[src/rtl/key_sw_event_ctrl.sv]
// ---------------------------------------------------------------------------
// key_sw_event_ctrl
//
// Local-bus slave that samples 4 keys and 3 slide switches. Each input passes
// a 2-flop synchroniser, then a tick-paced debouncer. Press/release/change
// transitions of the debounced values are captured into sticky write-1-to-clear
// event flags, and a masked, registered level interrupt is raised while any
// enabled flag is set.
//
// Register map (16-bit data, byte offsets):
//   0x00 KEY_STATE  RO     [3:0]      debounced key state, 1 = pressed
//   0x02 SW_STATE   RO     [2:0]      debounced switch state
//   0x04 EVT        R/W1C  [10:0]     [3:0] press, [7:4] release, [10:8] sw change
//   0x06 IRQ_EN     RW     [10:0]     per-flag interrupt mask
//   0x08 DB_CFG     RW     [DB_W-1:0] ticks an input must be stable
//
// Ports:
//   lb_clk   in   1   bus/system clock, rising edge
//   rst_n    in   1   asynchronous active-low reset
//   rd_en    in   1   read strobe (decoded upstream)
//   wr_en    in   1   write strobe (decoded upstream)
//   addr     in   8   byte offset within the slave
//   wdata    in   16  write data
//   rdata    out  16  read data, combinational from addr while rd_en, else 0
//   key_raw  in   4   raw keys, active-low
//   sw_raw   in   3   raw switches, active-high
//   irq      out  1   level interrupt, registered
// ---------------------------------------------------------------------------
module key_sw_event_ctrl #(
   parameter int TICK_DIV   = 1000,
   parameter int DB_W       = 4,
   parameter int DB_DEFAULT = 10
) (
   input  logic        lb_clk,
   input  logic        rst_n,
   input  logic        rd_en,
   input  logic        wr_en,
   input  logic [7:0]  addr,
   input  logic [15:0] wdata,
   output logic [15:0] rdata,
   input  logic [3:0]  key_raw,
   input  logic [2:0]  sw_raw,
   output logic        irq
);

   localparam int NLANE = 7;
   localparam int PW    = (TICK_DIV > 2) ? $clog2(TICK_DIV) : 1;

   localparam logic [PW-1:0]   PRESC_MAX = PW'(TICK_DIV - 1);
   localparam logic [DB_W-1:0] CNT_MAX   = {DB_W{1'b1}};
   localparam logic [DB_W-1:0] CFG_RST   = DB_W'(DB_DEFAULT);
   // keys idle high (released), switches idle low
   localparam logic [6:0]      SYNC_RST  = 7'b000_1111;

   localparam logic [7:0] ADDR_KEY = 8'h00;
   localparam logic [7:0] ADDR_SW  = 8'h02;
   localparam logic [7:0] ADDR_EVT = 8'h04;
   localparam logic [7:0] ADDR_IEN = 8'h06;
   localparam logic [7:0] ADDR_CFG = 8'h08;

   // Saturating increment of a lane's stable-tick counter.
   function automatic logic [DB_W-1:0] sat_inc(input logic [DB_W-1:0] v);
      logic [DB_W-1:0] r;
      if (v == CNT_MAX) begin
         r = v;
      end else begin
         r = v + {{(DB_W-1){1'b0}}, 1'b1};
      end
      return r;
   endfunction

   // True when this tick completes the required stable period. Evaluated one
   // bit wider so a saturated counter cannot wrap in the comparison; a
   // threshold of 0 or 1 therefore accepts on the first differing tick.
   function automatic logic db_done(input logic [DB_W-1:0] cnt,
                                    input logic [DB_W-1:0] cfg);
      logic [DB_W:0] inc;
      inc = {1'b0, cnt} + {{DB_W{1'b0}}, 1'b1};
      return (inc >= {1'b0, cfg});
   endfunction

   // ------------------------------------------------------------------------
   // state
   // ------------------------------------------------------------------------
   logic [PW-1:0]               presc_r;
   logic                        tick_s;
   logic [NLANE-1:0]            sync1_r;
   logic [NLANE-1:0]            sync2_r;
   logic [NLANE-1:0]            lane_in_s;
   logic [NLANE-1:0]            deb_r;
   logic [NLANE-1:0]            deb_nxt_s;
   logic [NLANE-1:0]            chg_s;
   logic [NLANE-1:0][DB_W-1:0]  cnt_r;
   logic [NLANE-1:0][DB_W-1:0]  cnt_nxt_s;
   logic [10:0]                 evt_r;
   logic [10:0]                 evt_set_s;
   logic [10:0]                 evt_clr_s;
   logic [10:0]                 evt_nxt_s;
   logic [10:0]                 irq_en_r;
   logic [DB_W-1:0]             db_cfg_r;
   logic                        irq_r;
   logic                        wr_evt_s;
   logic                        wr_ien_s;
   logic                        wr_cfg_s;
   logic                        unused_wdata_s;

   // Upper write-data bits have no backing storage in any register.
   assign unused_wdata_s = ^wdata[15:11];

   // ------------------------------------------------------------------------
   // prescaler: tick is high for the one cycle in which the count wraps
   // ------------------------------------------------------------------------
   assign tick_s = (presc_r == PRESC_MAX);

   // Free-running debounce tick prescaler.
   always_ff @(posedge lb_clk or negedge rst_n) begin
      if (!rst_n) begin
         presc_r <= {PW{1'b0}};
      end else if (tick_s) begin
         presc_r <= {PW{1'b0}};
      end else begin
         presc_r <= presc_r + {{(PW-1){1'b0}}, 1'b1};
      end
   end

   // ------------------------------------------------------------------------
   // synchroniser; lanes [3:0] keys, [6:4] switches
   // ------------------------------------------------------------------------
   // Two-flop synchroniser for all seven raw inputs.
   always_ff @(posedge lb_clk or negedge rst_n) begin
      if (!rst_n) begin
         sync1_r <= SYNC_RST;
         sync2_r <= SYNC_RST;
      end else begin
         sync1_r <= {sw_raw, key_raw};
         sync2_r <= sync1_r;
      end
   end

   // keys are active-low on the pins; internally 1 means pressed
   assign lane_in_s = {sync2_r[6:4], ~sync2_r[3:0]};

   // ------------------------------------------------------------------------
   // per-lane debounce
   // ------------------------------------------------------------------------
   // Next debounced value, stable counter and accept strobe for every lane.
   always_comb begin
      deb_nxt_s = deb_r;
      cnt_nxt_s = cnt_r;
      chg_s     = {NLANE{1'b0}};
      for (int i = 0; i < NLANE; i++) begin
         if (!tick_s) begin
            cnt_nxt_s[i] = cnt_r[i];
         end else if (lane_in_s[i] == deb_r[i]) begin
            // input back at the accepted level: any progress is discarded
            cnt_nxt_s[i] = {DB_W{1'b0}};
         end else if (db_done(cnt_r[i], db_cfg_r)) begin
            deb_nxt_s[i] = lane_in_s[i];
            cnt_nxt_s[i] = {DB_W{1'b0}};
            chg_s[i]     = 1'b1;
         end else begin
            cnt_nxt_s[i] = sat_inc(cnt_r[i]);
         end
      end
   end

   // Debounced state and stable-tick counters.
   always_ff @(posedge lb_clk or negedge rst_n) begin
      if (!rst_n) begin
         deb_r <= {NLANE{1'b0}};
         cnt_r <= '0;
      end else begin
         deb_r <= deb_nxt_s;
         cnt_r <= cnt_nxt_s;
      end
   end

   // ------------------------------------------------------------------------
   // events and bus writes
   // ------------------------------------------------------------------------
   // press = key accepted as 1, release = key accepted as 0, sw = any change
   assign evt_set_s = {chg_s[6:4],
                       chg_s[3:0] & ~deb_nxt_s[3:0],
                       chg_s[3:0] &  deb_nxt_s[3:0]};

   assign wr_evt_s = wr_en && (addr == ADDR_EVT);
   assign wr_ien_s = wr_en && (addr == ADDR_IEN);
   assign wr_cfg_s = wr_en && (addr == ADDR_CFG);

   // Write-1-to-clear mask for the event flags.
   always_comb begin
      if (wr_evt_s) begin
         evt_clr_s = wdata[10:0];
      end else begin
         evt_clr_s = 11'h000;
      end
   end

   // a set in the same cycle as its clear survives, so no event is lost
   assign evt_nxt_s = (evt_r & ~evt_clr_s) | evt_set_s;

   // Event flags and the registered, masked interrupt.
   always_ff @(posedge lb_clk or negedge rst_n) begin
      if (!rst_n) begin
         evt_r <= 11'h000;
         irq_r <= 1'b0;
      end else begin
         evt_r <= evt_nxt_s;
         irq_r <= |(evt_nxt_s & irq_en_r);
      end
   end

   // Software-writable configuration registers.
   always_ff @(posedge lb_clk or negedge rst_n) begin
      if (!rst_n) begin
         irq_en_r <= 11'h000;
         db_cfg_r <= CFG_RST;
      end else begin
         if (wr_ien_s) begin
            irq_en_r <= wdata[10:0];
         end else begin
            irq_en_r <= irq_en_r;
         end
         // new threshold is seen by in-flight counters from the next tick
         if (wr_cfg_s) begin
            db_cfg_r <= wdata[DB_W-1:0];
         end else begin
            db_cfg_r <= db_cfg_r;
         end
      end
   end

   assign irq = irq_r;

   // ------------------------------------------------------------------------
   // read mux; reads have no side effects
   // ------------------------------------------------------------------------
   // Combinational read data, zero when not selected or unmapped.
   always_comb begin
      rdata = 16'h0000;
      if (rd_en) begin
         case (addr)
            ADDR_KEY: rdata = {12'h000, deb_r[3:0]};
            ADDR_SW:  rdata = {13'h0000, deb_r[6:4]};
            ADDR_EVT: rdata = {5'h00, evt_r};
            ADDR_IEN: rdata = {5'h00, irq_en_r};
            ADDR_CFG: rdata = 16'(db_cfg_r);
            default:  rdata = 16'h0000;
         endcase
      end else begin
         rdata = 16'h0000;
      end
   end

endmodule

[config.mk]
export PLATFORM = sky130hd
export DESIGN_NAME = key_sw_event_ctrl
export DESIGN_NICKNAME = d
export VERILOG_FILES = /design/src/rtl/key_sw_event_ctrl.sv
export SDC_FILE = /design/constraint.sdc
export NUM_CORES = 1
export LEC_CHECK = 0
export CAP_MARGIN = 25
export CORE_ASPECT_RATIO = 1.1
export CORE_MARGIN = 4
export CORE_UTILIZATION = 55
export CTS_CLUSTER_SIZE = 25
export DETAILED_ROUTE_END_ITERATION = 10
export PLACE_DENSITY = 0.82
export RECOVER_POWER = 50
export REMOVE_ABC_BUFFERS = 1
export SYNTH_ARGS = -nofsm -noshare
export SYNTH_HDL_FRONTEND = slang
export SYNTH_SLANG_ARGS = --single-unit
export TNS_END_PERCENT = 10
[constraint.sdc]
create_clock -name lb_clk -period 5.7 [get_ports lb_clk]
set_clock_uncertainty 0.1 [all_clocks]
set_input_delay 1.14 -clock lb_clk [delete_from_list [all_inputs] [get_ports lb_clk]]
set_output_delay 1.14 -clock lb_clk [all_outputs]
set_load 0.005 [all_outputs]
### After elaboration in Yosys (flattened, before gate mapping)

Cells that the tools add are included.
W data, S select, Z words.

* output and inout port bits: 17
* flip-flop bits (word level): 86
* logic and storage cells: 150
* input port bits: 35

* mux-type cells: 58
* $lt $le $gt $ge: 7
* reduce and logical (&&, ||, !) cells: 15
* bitwise operators: 11
* add/subtract/negate cells: 15
* eq/ne operators: 26

Operators with widths (count)
* $mux W4: 21
* $pmux W11 S5: 1
* $add A4 B1 Y5 const B: 7
* $ge A5 B4 Y1: 7
* $mux W1: 33
* $add A4 B1 Y4 const B: 7
* $eq A4 B4 Y1 const B: 7
* $and A11 B11 Y11: 2
* $ne A3 B3 Y1 const B: 7
* $eq A8 B3 Y1 const B: 2
* $mux W16: 1
* $reduce_and A2 Y1: 7
* $mux W11: 1
* $not A11 Y11: 1
* $or A11 B11 Y11: 1
* $reduce_or A11 Y1: 1
* $add A10 B1 Y10 const B: 1
* $eq A10 B10 Y1 const B: 1
* $mux W10: 1
* $reduce_and A3 Y1: 3
* $and A4 B4 Y4: 2
* $eq A8 B2 Y1 const B: 1
* $eq A8 B4 Y1 const B: 1
* $logic_not A8 Y1: 1
* other kinds (4): 15

### Logic depth before layout (Yosys ltp)

Gate-level depths: netlist of the first run.

* word-level depth: 10
* depth in mapped cells: 8
* mapped depth without buffers: 8

### Worst setup path after synthesis of the first run

OpenSTA, ideal clock, no wires.

* path type: input -> output
* start: input port addr[5]
* end: output port rdata[3]
* cell stages on the path: 6
* data arrival time: 2435 ps
* path buffers: 0
* setup slack: 2025 ps
* required time: 4460 ps
* cells stage by stage: nor4_4 nand2_1 or2_2 nor2_1 nand2_1 a31oi_1

* word-level cells in the longest chain between the ends: 3
* elaborated cells on any way between the ends: 7
* those cells by class: eq/ne: 4; mux: 2; reduce/logical: 1

RTL lines
* start, declared: line 38 `input logic [7:0] addr,`
* $eq A8 B4 Y1 (tied with other cells): line 242 `case (addr)`
* $pmux W11 S5 *: line 242
* $mux W16 *: line 241 `if (rd_en) begin`
* end, declared: line 40 `output logic [15:0] rdata,`

Mark *: on every way between the ends. The rest lies on a longest branch, timed or not.

### Worst setup path after layout of the first run

Same ends and word-level chain as after synthesis.

==> results of run 1 <==
==> cell families (layout without fill, tap and decap cells) <==
group,Yosys count,after routing,share of synthesized area (%)
buffers and inverters,30,75,3.04
and+or+nand+nor,162,162,16.5
adders and majority gates,36,36,9.52
muxes,24,24,5.55
xor gates and xnor gates,27,27,5.00
AOI/OAI and AO/OA,104,104,14.6
other,1,5,0.0792
DFF,86,86,45.7
==> sequential cells by signal, summed over array words and instances, names as in the netlist <==
name and cells:
cnt_r 28, db_cfg_r 4, deb_r 7, evt_r 11, irq 1, irq_en_r 11, presc_r 10, sync1_r 7
sync2_r 7
==> metal layers <==
metal / vias up / wire length [µm] / track usage, %
met2: 101 / 5390 / 36.3
met4: 0 / 329 / 9.82
met1: 1797 / 4380 / 28.4
li1: 1757 / - / -
met3: 27 / 484 / 3.71
met5: - / 0 / 0
==> stage by stage <==
stage	cell area [µm²]	setup WS (ns)	hold slack (ns)
6_report	5440	0.624	0.254
4_1_cts	5420	0.670	0.259
5_1_grt	5440	0.565	0.252
3_3_place_gp	5230	0.773	0.235
2_1_floorplan	4650	2.02	0.231
3_5_place_dp	5230	0.732	0.238
==> where the power goes <==
| part | total, mW | leakage [nW] | internal (mW) | switching, mW |
|---|---|---|---|---|
| logic | 0.0883 | 1.27 | 0.0408 | 0.0474 |
| registers | 0.639 | 1.11 | 0.626 | 0.0123 |
| clock network | 0.413 | 0.0943 | 0.169 | 0.244 |
| total | 1.14 | 2.47 | 0.836 | 0.304 |
==> how the worst max path moves through the flow <==
stage | slack [ns] | from | endpoint | cells after the start
2_1_floorplan | 2.02 | addr[5] | rdata[3] | 6
3_3_place_gp | 0.77 | addr[5] | rdata[3] | 9
3_5_place_dp | 0.73 | addr[5] | rdata[3] | 9
4_1_cts | 0.67 | addr[5] | rdata[3] | 9
5_1_grt | 0.56 | addr[5] | rdata[3] | 9
6_report | 0.62 | addr[5] | rdata[3] | 9
==> final cells by class <==
cell class | instances | area share (%)
multi-input combinational | 358 | 44.8
sequential | 86 | 39.8
timing repair buffer | 46 | 8.48
tap | 111 | 2.55
clock buffer | 9 | 2.28
clock inverter | 7 | 1.20
inverter | 13 | 0.897
==> cells in the mapped netlist, types with 3 or more instances <==
cell	n
dfrtp_1	76
nand2_1	75
o21ai_0	40
ha_1	36
nor2_1	27
mux2_2	18
nand2b_1	18
nand3_1	16
xor2_1	15
inv_1	13
xnor2_1	12
dfstp_2	10
a31oi_1	9
a21oi_1	8
a22oi_1	8
clkbuf_1	8
a211oi_1	7
a32o_1	6
buf_4	6
mux2i_1	6
a22o_1	4
or3_1	4
a32oi_1	3
and2_1	3
and3_1	3
o22ai_1	3
==> critical path: cells and delay by family <==
kind / cells / cell delay (ns)
AO/OA/AOI/OAI: 1 / 0.18
buffers and inverters: 3 / 1.22
AND/OR/NAND/NOR: 5 / 1.28
==> summary.md, run 1 <==
| Metric | Value |
|---|---|
| Outcome | complete, no violations |
| Remaining global-route overflow | 0 |
| Setup_tns | 0 ns |
| I/O pin count | 52 |
| RSZ-0062 raised after global routing | false |
| CTS Hold Bufs | 0 |
| CP required | roughly 4.5 ns |
| WL final | 10600 µm |
| IO Port Bufs | 41 |
| Area leader, netlist | dfrtp_1 |
| Seq/Total Area, Yosys | between 40% and 50% |
| Worst path max stage delay | ~0.55 ns |
| Final Wtd Congestion | ~0.9 |
| N_diodes | 0 |
| Hold Crit Class | register to register |
| CP max FO | 5 |
| H-tree levels | 3 |
| Worst-Margin Slew | between 1 and 1.5 ns |
| Crit end category | output port |
| CTS Sinks | 86 |
| Post-CTS setup buffers | 0 |
| Via density | between 5 and 6 |
| CTS Buffer Depth | 2 |
| Crit-path slowest cell | clkdlybuf4s50_1 |
| Share of cells above drive strength 1 | 11.0% |
| EDFF count, synth | 0 |
| 1st-iter DRT viols | approximately 230 |
| Reg area | about 2200 µm² |
| Core footprint | approximately 8400 µm² |
| Routed vias | approximately 3700 |
| Endpoints failing hold | 0 |
| Reg2reg path depth | 7 |
| Post-synthesis cell type count | 55 |
| # rows | 35 |
| Ys flop type | dfrtp_1 |
| Crit path DAT | approximately 3.8 ns |
| Cell depth of the worst min-delay path | 0 |
| PD cells | roughly 210 nW/µm² |
| Fmax | 197 MHz |
| Most common cell after layout, fill and taps aside | dfrtp_1 |
| Initial antenna violation count | 0 |
| Top cell type's share of synthesized area | 40.2% |
| Clock Root Buffer | clkbuf_8 |
| Period utilisation layout | 89.1% |
| Top cells by area, synth | dfrtp_1, ha_1, nand2_1 |
| DRC viols | 0 |
| CTS Buf Count | 9 |
| Worst-path clk slew | ~0.09 ns |
| CTS tree | yes |
| Hold endpoint | sync2_r[5] |
| Fin. max-slew vios | 0 |
| Initial Utilization | a little under three fifths |
| Die Area | about 10000 µm² |
| Final min period | approximately 5.1 ns |
| Final Instance Count excl. Fillers | 630 |
| Max cap viols | 0 |
| Routed Antenna Nets | 0 |
| Multi-input gate area | around 2400 µm² |
| Commonest non-fill, non-tap cells in the layout | dfrtp_1, nand2_1, o21ai_0 |
| Overall Power | roughly 1.1 mW |
| Util after Layout | roughly two thirds |
| Worst Hold Launch | sync1_r[5] |
| Filler instances | 648 |
| Crit Reg-Reg Endpoint | irq |
| Post-Syn Area | roughly 4700 µm² |
| Slew headroom | between 20% and 30% |
| Warnings from Yosys | 0 |
| Mapped Cells | 470 |
| Layout Nets | 585 |
| Post-Place Cells | between 600 and 700 |
| Flop-to-flop setup slack | roughly 3.2 ns |
| Dpl hpwl | between 7000 and 8000 µm |
| Routed length per instance | roughly 17 µm |
| Area growth from synthesis to layout | 15.0% |
| Setup Viol. Count Final | 0 |
| Largest net degree at the start of global routing | 87 |
| WS Path Type | primary input to output port |
| Post-Syn Area per Cell | between 10 and 15 µm² |
| Drt first pass iters | 5 |
| Startpoint types | primary input |
| Global-route wire length before repair | roughly 18000 µm |
| VDD IR max | roughly 0.0001 V |
| FFs w/ async S/R, synth | between 90% and 100% |
| CP Cell Sequence | clkdlybuf4s50_1, nor4_4, nand2_1, or2_2, nor2_1, buf_4, nand2_1, a31oi_1, clkdlybuf4s50_1 |
| GRT Util Overall | roughly 22% |
| Clk_lat worst skew | between 0.3 and 0.4 ns |
| Post-cts gate resize count | 0 |
| Reg2reg start | db_cfg_r[0] |
| DIE HEIGHT | 105 µm |
| Vias in the first global route | 3709 |
| Lkg Pwr | 2.47 nW |
| FF+latch count, synth | 86 |
| Die width | roughly 96 µm |
(Power assumes the default switching activity.)
==> inputs of run 2 (changes only) <==
--- a/config.mk
+++ b/config.mk
@@ -6,11 +6,11 @@
 export NUM_CORES = 1
 export LEC_CHECK = 0
 export CAP_MARGIN = 25
-export CORE_ASPECT_RATIO = 1.1
 export CORE_MARGIN = 4
 export CORE_UTILIZATION = 55
 export CTS_CLUSTER_SIZE = 25
 export DETAILED_ROUTE_END_ITERATION = 10
+export MAX_ROUTING_LAYER = met4
 export PLACE_DENSITY = 0.82
 export RECOVER_POWER = 50
 export REMOVE_ABC_BUFFERS = 1
==> constraint.sdc (replaced) <==
create_clock -name lb_clk -period 6.6 [get_ports lb_clk]
set_clock_uncertainty 0.1 [all_clocks]
set_input_delay 1.32 -clock lb_clk [delete_from_list [all_inputs] [get_ports lb_clk]]
set_output_delay 1.32 -clock lb_clk [all_outputs]
set_load 0.005 [all_outputs]
==> run 2 against run 1 <==
  * The run now ends with max-capacitance violations, max-slew violations left
  * Cell count fell by 1.3%
  * Clock-buffer cell count up 1
  * Die area barely moved
  * Total power fell by 12%
  * Non-clock buffer count down 2
  * Routed wire length fell by 1.5%
  * Sequential power is 14% lower
  * Setup slack gained 0.56 ns
  * Register-to-register slack gained 0.78 ns
  * Highest routed layer unchanged
==> summary.md, run 2 (synthesized netlist as in run 1, its figures left out) <==
| Metric | Value |
|---|---|
| Outcome | finished with violations |
| Setup_tns | 0 ns (unchanged) |
| Hold endpoint | sync2_r[5] |
| CTS Buffer Depth | 2 (unchanged) |
| Sequential power share | 54.8% (-1.2 points) |
| CP max FO | 8 (+3) |
| I/O pin count | 52 (unchanged) |
| Clk pwr share | 37.8% (+1.6 points) |
| Commonest non-fill, non-tap cells in the layout | dfrtp_1, nand2_1, o21ai_0 |
| Crit path DAT | 3.99 ns (+0.15 ns) |
| Hold slack | 0.253 ns (-0.000792 ns) |
| Startpoint types | primary input |
| Fin. max-slew vios | 72 (+72) |
| Core footprint | 8300 µm² (-0.78%) |
| CTS Hold Bufs | 0 (unchanged) |
| Combinational share of power | 7.4% (-0.3 points) |
| Period utilisation layout | about 82% |
| Crit-path slowest cell | clkdlybuf4s50_1 |
| # rows | 33 (-5.7%) |
| Via density | 5.86 (+0.30%) |
| Largest net degree at the start of global routing | 72 (-17%) |
| Fmax | around 180 MHz |
| Sw Share | 24.2% (-2.5 points) |
| CTS Sinks | 86 (unchanged) |
| Die width | 101 µm (+4.5%) |
| PD cells | 186 nW/µm² (-11%) |
| IO Port Bufs | 41 (unchanged) |
| Bufs and invs on worst path | 2 (-1) |
| Initial Utilization | 57.0% (+0.44 points) |
| Most common cell after layout, fill and taps aside | dfrtp_1 |
| CP required | 5.18 ns (+0.72 ns) |
| RSZ-0062 raised after global routing | false |
| Power Internal | 762 µW (-8.8%) |
| Worst path max stage delay | 0.54 ns (about the same) |
| Dpl hpwl | 7580 µm (+1.3%) |
| CP Cell Sequence | clkdlybuf4s50_1, nor4_4, nand2_1, or2_2, nor2_1, a22oi_1, nor2_1, clkdlybuf4s50_1 |
| Lkg Pwr | 2.45 nW (-0.54%) |
| Hold Crit Class | register to register |
| 1st-iter DRT viols | 183 (-22%) |
| Remaining global-route overflow | 0 (unchanged) |
| Routed vias | 3646 (-0.98%) |
| Flop-to-flop setup slack | 3.99 ns (+0.78 ns) |
| VDD IR max | 0.000120 V (+19%) |
| N_diodes | 0 (unchanged) |
| Failing checks | max-capacitance violations, max-slew violations |
| GRT Util Overall | 22.4% (+0.29 points) |
| Vias in the first global route | 3658 (-1.4%) |
| WS Path Type | primary input to output port |
| Largest register FFs | 28 (unchanged) |
| CTS Buf Count | 9 (unchanged) |
| CTS tree | yes |
| Reg area | 2160 µm² (unchanged) |
| Layout Nets | 583 (-0.34%) |
| Clock Root Buffer | clkbuf_8 |
| Initial antenna violation count | 0 (unchanged) |
| H-tree levels | 3 (unchanged) |
| Clk_lat worst skew | 0.36 ns (about the same) |
| Share of cells above drive strength 1 | 10.4% (-0.54 points) |
| DIE HEIGHT | 101 µm (-4.3%) |
| Setup Viol. Count Final | 0 (unchanged) |
| Top flop regs | cnt_r: 28 flops, evt_r: 11 flops, irq_en_r: 11 flops |
| Area growth from synthesis to layout | 14.4% |
| Max cap viols | 1 (+1) |
| Endpoints failing hold | 0 (unchanged) |
| Final Wtd Congestion | 0.850 (-5.7%) |
| Worst-path clk slew | 0.08 ns (about the same) |
| Slew headroom | -146% (-170 points) |
| Cell depth of the worst min-delay path | 0 (unchanged) |
| DRC viols | 0 (unchanged) |
| Worst-Margin Slew | 3.69 ns (+2.54 ns) |
| CP delay by family, top | simple AND/OR/NAND/NOR gates |
| Global-route wire length before repair | 17500 µm (-1.4%) |
| P_sw | 243 µW (-20%) |
| Crit end category | output port |
| Post-CTS setup buffers | 0 (unchanged) |
| Routed length per instance | 16.8 µm (-0.20%) |
| Filler instances | 643 (-0.77%) |
| Routed Antenna Nets | 0 (unchanged) |
| Drt first pass iters | 5 (unchanged) |
| Multi-input gate area | 2440 µm² (unchanged) |
| Crit Reg-Reg Endpoint | irq |
| WL final | 10400 µm (-1.5%) |
| Top reg by flops | cnt_r |
| Die Area | 10200 µm² (about the same) |
| Reg2reg start | presc_r[0] |
| Post-cts gate resize count | 0 (unchanged) |
| Reg2reg path depth | 6 (-1) |
| Worst Hold Launch | sync1_r[5] |
| Final min period | roughly 5.4 ns |
run 2: power by group through the flow:
stage | clock network, mW | registers [mW] | logic [mW]
2_1_floorplan | 0 | 0.558 | 0.0309
3_3_place_gp | 0 | 0.561 | 0.0732
3_5_place_dp | 0 | 0.561 | 0.0774
4_1_cts | 0.388 | 0.551 | 0.0779
5_1_grt | 0.414 | 0.553 | 0.0830
6_report | 0.380 | 0.551 | 0.0742
run 2: worst max path at each step:
stage,startpoint,endpoint,depth (start not counted)
5_1_grt,rst_n,irq_en_r[2],2
2_1_floorplan,addr[5],rdata[3],6
3_5_place_dp,addr[4],rdata[6],8
6_report,addr[4],rdata[6],8
4_1_cts,addr[4],rdata[6],8
3_3_place_gp,addr[5],rdata[6],8
run 2: layer usage:
layer	GRT usage [%]	vias to the layer above	wire, µm
met5	-	-	0
met2	37.6	112	5270
li1	-	1744	-
met4	5.18	0	121
met3	5.47	16	586
met1	27.5	1774	4450
run 2: layout make-up:
cell class              instances  share of cell area, %
clock inverters                 6                   1.27
flip-flops and latches         86                   40.0
clock buffers                  10                   2.54
well taps                     105                   2.43
multi-input cells             358                   45.1
inverters                      13                  0.902
repair buffers                 44                   7.81
run 2: worst register-to-register path, cell delays in order (launching register included):
cell,delay [ns]
dfrtp_1,0.39
ha_1,0.23
nand4b_1,0.21
nor4_1,1.00
a32oi_1,0.33
o2111a_1,0.21
nand2_1,0.08
run 2: metrics by stage:
step | setup WS, ns | std cells | util [%] | area, µm² | power [mW]
finish | 1.19 | 622 | 65.2 | 5410 | 1.01
CTS | 1.22 | 622 | 65.6 | 5440 | 1.02
floorplan | 2.56 | 457 | - | 4650 | 0.589
global placement | 1.21 | 605 | 62.7 | 5210 | 0.634
global route | 0.673 | 622 | 65.2 | 5410 | 1.05
detailed placement | 1.24 | 606 | 63.1 | 5230 | 0.638
==> inputs of run 3 (changes only) <==
==> constraint.sdc (replaced) <==
create_clock -name lb_clk -period 5.4 [get_ports lb_clk]
set_clock_uncertainty 0.1 [all_clocks]
set_input_delay 1.08 -clock lb_clk [delete_from_list [all_inputs] [get_ports lb_clk]]
set_output_delay 1.08 -clock lb_clk [all_outputs]
set_load 0.005 [all_outputs]
==> run 3 against run 2 <==
  * The flow now finishes without violations
  * Via count decreased by 0.27%
  * Sequential power increased by 22%
  * Cell count increased by 0.16%
  * Register-to-register slack got worse by 1.2 ns
  * Critical path type unchanged
  * Highest routed layer unchanged
==> summary.md, run 3 (synthesized netlist as in run 1, its figures left out) <==
| Metric | Value |
|---|---|
| Die width | 101 µm (unchanged) |
| Core footprint | 8300 µm² (unchanged) |
| Layout Nets | 584 (+0.17%) |
| CP Cell Sequence | clkdlybuf4s50_1, nor4_4, nand2_1, or2_2, nor2_1, buf_4, a22oi_1, nor2_1, clkdlybuf4s50_1 |
| Slew headroom | 23.3% (+170 points) |
| Area growth from synthesis to layout | 15.5% |
| CTS Buf Count | 9 (unchanged) |
| Dpl hpwl | 7320 µm (-3.4%) |
| CP required | 4.22 ns (-0.96 ns) |
| CTS Sinks | 86 (unchanged) |
| Initial Utilization | 57.0% (unchanged) |
| Setup_tns | 0 ns (unchanged) |
| Reg2reg start | presc_r[0] |
| Top flop regs | cnt_r: 28 flops, evt_r: 11 flops, irq_en_r: 11 flops |
| Outcome | complete, no violations |
| Lkg Pwr | 2.48 nW (+1.0%) |
| H-tree levels | 3 (unchanged) |
| VDD IR max | 0.000146 V (+22%) |
| Crit path DAT | 3.39 ns (-0.60 ns) |
| Hold Crit Class | register to register |
| Period utilisation layout | a little over four fifths |
| WS Path Type | primary input to output port |
| CTS tree | yes |
| CP max FO | 8 (unchanged) |
| Max cap viols | 0 (-1) |
| Vias in the first global route | 3594 (-1.7%) |
| Filler instances | 629 (-2.2%) |
| Final Wtd Congestion | 0.840 (-1.2%) |
| Share of cells above drive strength 1 | 10.8% (+0.37 points) |
| Multi-input gate area | 2440 µm² (unchanged) |
| Worst Hold Launch | sync1_r[6] |
| 1st-iter DRT viols | 239 (+31%) |
| Fmax | roughly 220 MHz |
| Startpoint types | primary input |
| Worst path max stage delay | 0.54 ns (about the same) |
| Placed Area | 5210 µm² (-0.38%) |
| Post-cts gate resize count | 0 (unchanged) |
| Crit end category | output port |
| RSZ-0062 raised after global routing | false |
| Routed Antenna Nets | 0 (unchanged) |
| Global-route wire length before repair | 17100 µm (-2.5%) |
| DIE HEIGHT | 101 µm (unchanged) |
| Post-CTS setup buffers | 0 (unchanged) |
| N_diodes | 0 (unchanged) |
| Final min period | 4.57 ns |
| Commonest non-fill, non-tap cells in the layout | dfrtp_1, nand2_1, o21ai_0 |
| Routed vias | 3636 (-0.27%) |
| Final Cell Area | 5460 µm² (+0.95%) |
| # rows | 33 (unchanged) |
| I/O pin count | 52 (unchanged) |
| CP delay by family, top | buffers and inverters |
| Setup Viol. Count Final | 0 (unchanged) |
| Top reg by flops | cnt_r |
| Fin. max-slew vios | 0 (-100%) |
| Worst-path clk slew | 0.09 ns (about the same) |
| Bufs and invs on worst path | 3 (+1) |
| Post-Place Cells | 606 (unchanged) |
| Overall Power | 1.28 mW (+27%) |
| Largest register FFs | 28 (unchanged) |
| Crit-path slowest cell | clkdlybuf4s50_1 |
| Clk_lat worst skew | 0.37 ns (about the same) |
| Routed length per instance | 16.5 µm (-1.7%) |
| Reg area | 2160 µm² (unchanged) |
| Most common cell after layout, fill and taps aside | dfrtp_1 |
| Worst-Margin Slew | 1.15 ns (-2.54 ns) |
| Critical Path Start | addr[5] |
| Remaining global-route overflow | 0 (unchanged) |
| Largest net degree at the start of global routing | 87 (+21%) |
| CTS Hold Bufs | 0 (unchanged) |
| IO Port Bufs | 41 (unchanged) |
| Via density | 5.84 (-0.43%) |
| Initial antenna violation count | 0 (unchanged) |
| Drt first pass iters | 5 (unchanged) |
| Die Area | 10200 µm² (unchanged) |
| WL final | 10300 µm (-1.6%) |
| DRC viols | 0 (unchanged) |
| Endpoints failing hold | 0 (unchanged) |
| GRT Util Overall | 22.0% (-0.45 points) |
| Final Instance Count excl. Fillers | 623 (+0.16%) |
| Clock Root Buffer | clkbuf_8 |
| CTS Buffer Depth | 2 (unchanged) |
| PD cells | 234 nW/µm² (+26%) |
| Util after Layout | 65.8% (+0.62 points) |
[run 3: metal layers]
metal  track usage, %  part of all wire, %  up-vias
li1                 -                    -     1751
met1             26.9                   42     1770
met5                -                    0        -
met2             36.4                   50       92
met3             4.08                  5.5       23
met4             8.08                  2.2        0
[run 3: per-stage QoR]
stage	hold slack (ns)	setup WS (ns)
after floorplan	0.231	1.84
after global placement	0.234	0.843
after detailed placement	0.235	0.835
after CTS	0.257	0.818
after global routing	0.265	0.687
final	0.256	0.828
[run 3: final cells by class]
type | count | share of cell area, %
clock buffer | 9 | 2.27
clock inverter | 7 | 1.88
inverter | 13 | 0.893
multi-input combinational | 358 | 44.6
sequential | 86 | 39.6
tap | 105 | 2.40
timing repair buffer | 45 | 8.31
[run 3: power by group]
| part | switching (mW) | internal (mW) | total [mW] |
|---|---|---|---|
| logic | 0.0494 | 0.0432 | 0.0926 |
| registers | 0.0124 | 0.661 | 0.673 |
| clock network | 0.247 | 0.266 | 0.513 |
| total | 0.309 | 0.970 | 1.28 |
[run 3: final timing paths]
kind | slack (ns) | cells after the start | to
setup / recovery | 0.83 | 9 | rdata[6]
hold / removal | 0.26 | 0 | sync2_r[6]
setup reg to reg | 2.75 | 6 | irq
hold reg to reg | 0.26 | 0 | sync2_r[6]
max in group asynchronous | 3.46 | 2 | sync2_r[1]
min in group asynchronous | 0.82 | 1 | cnt_r[27]
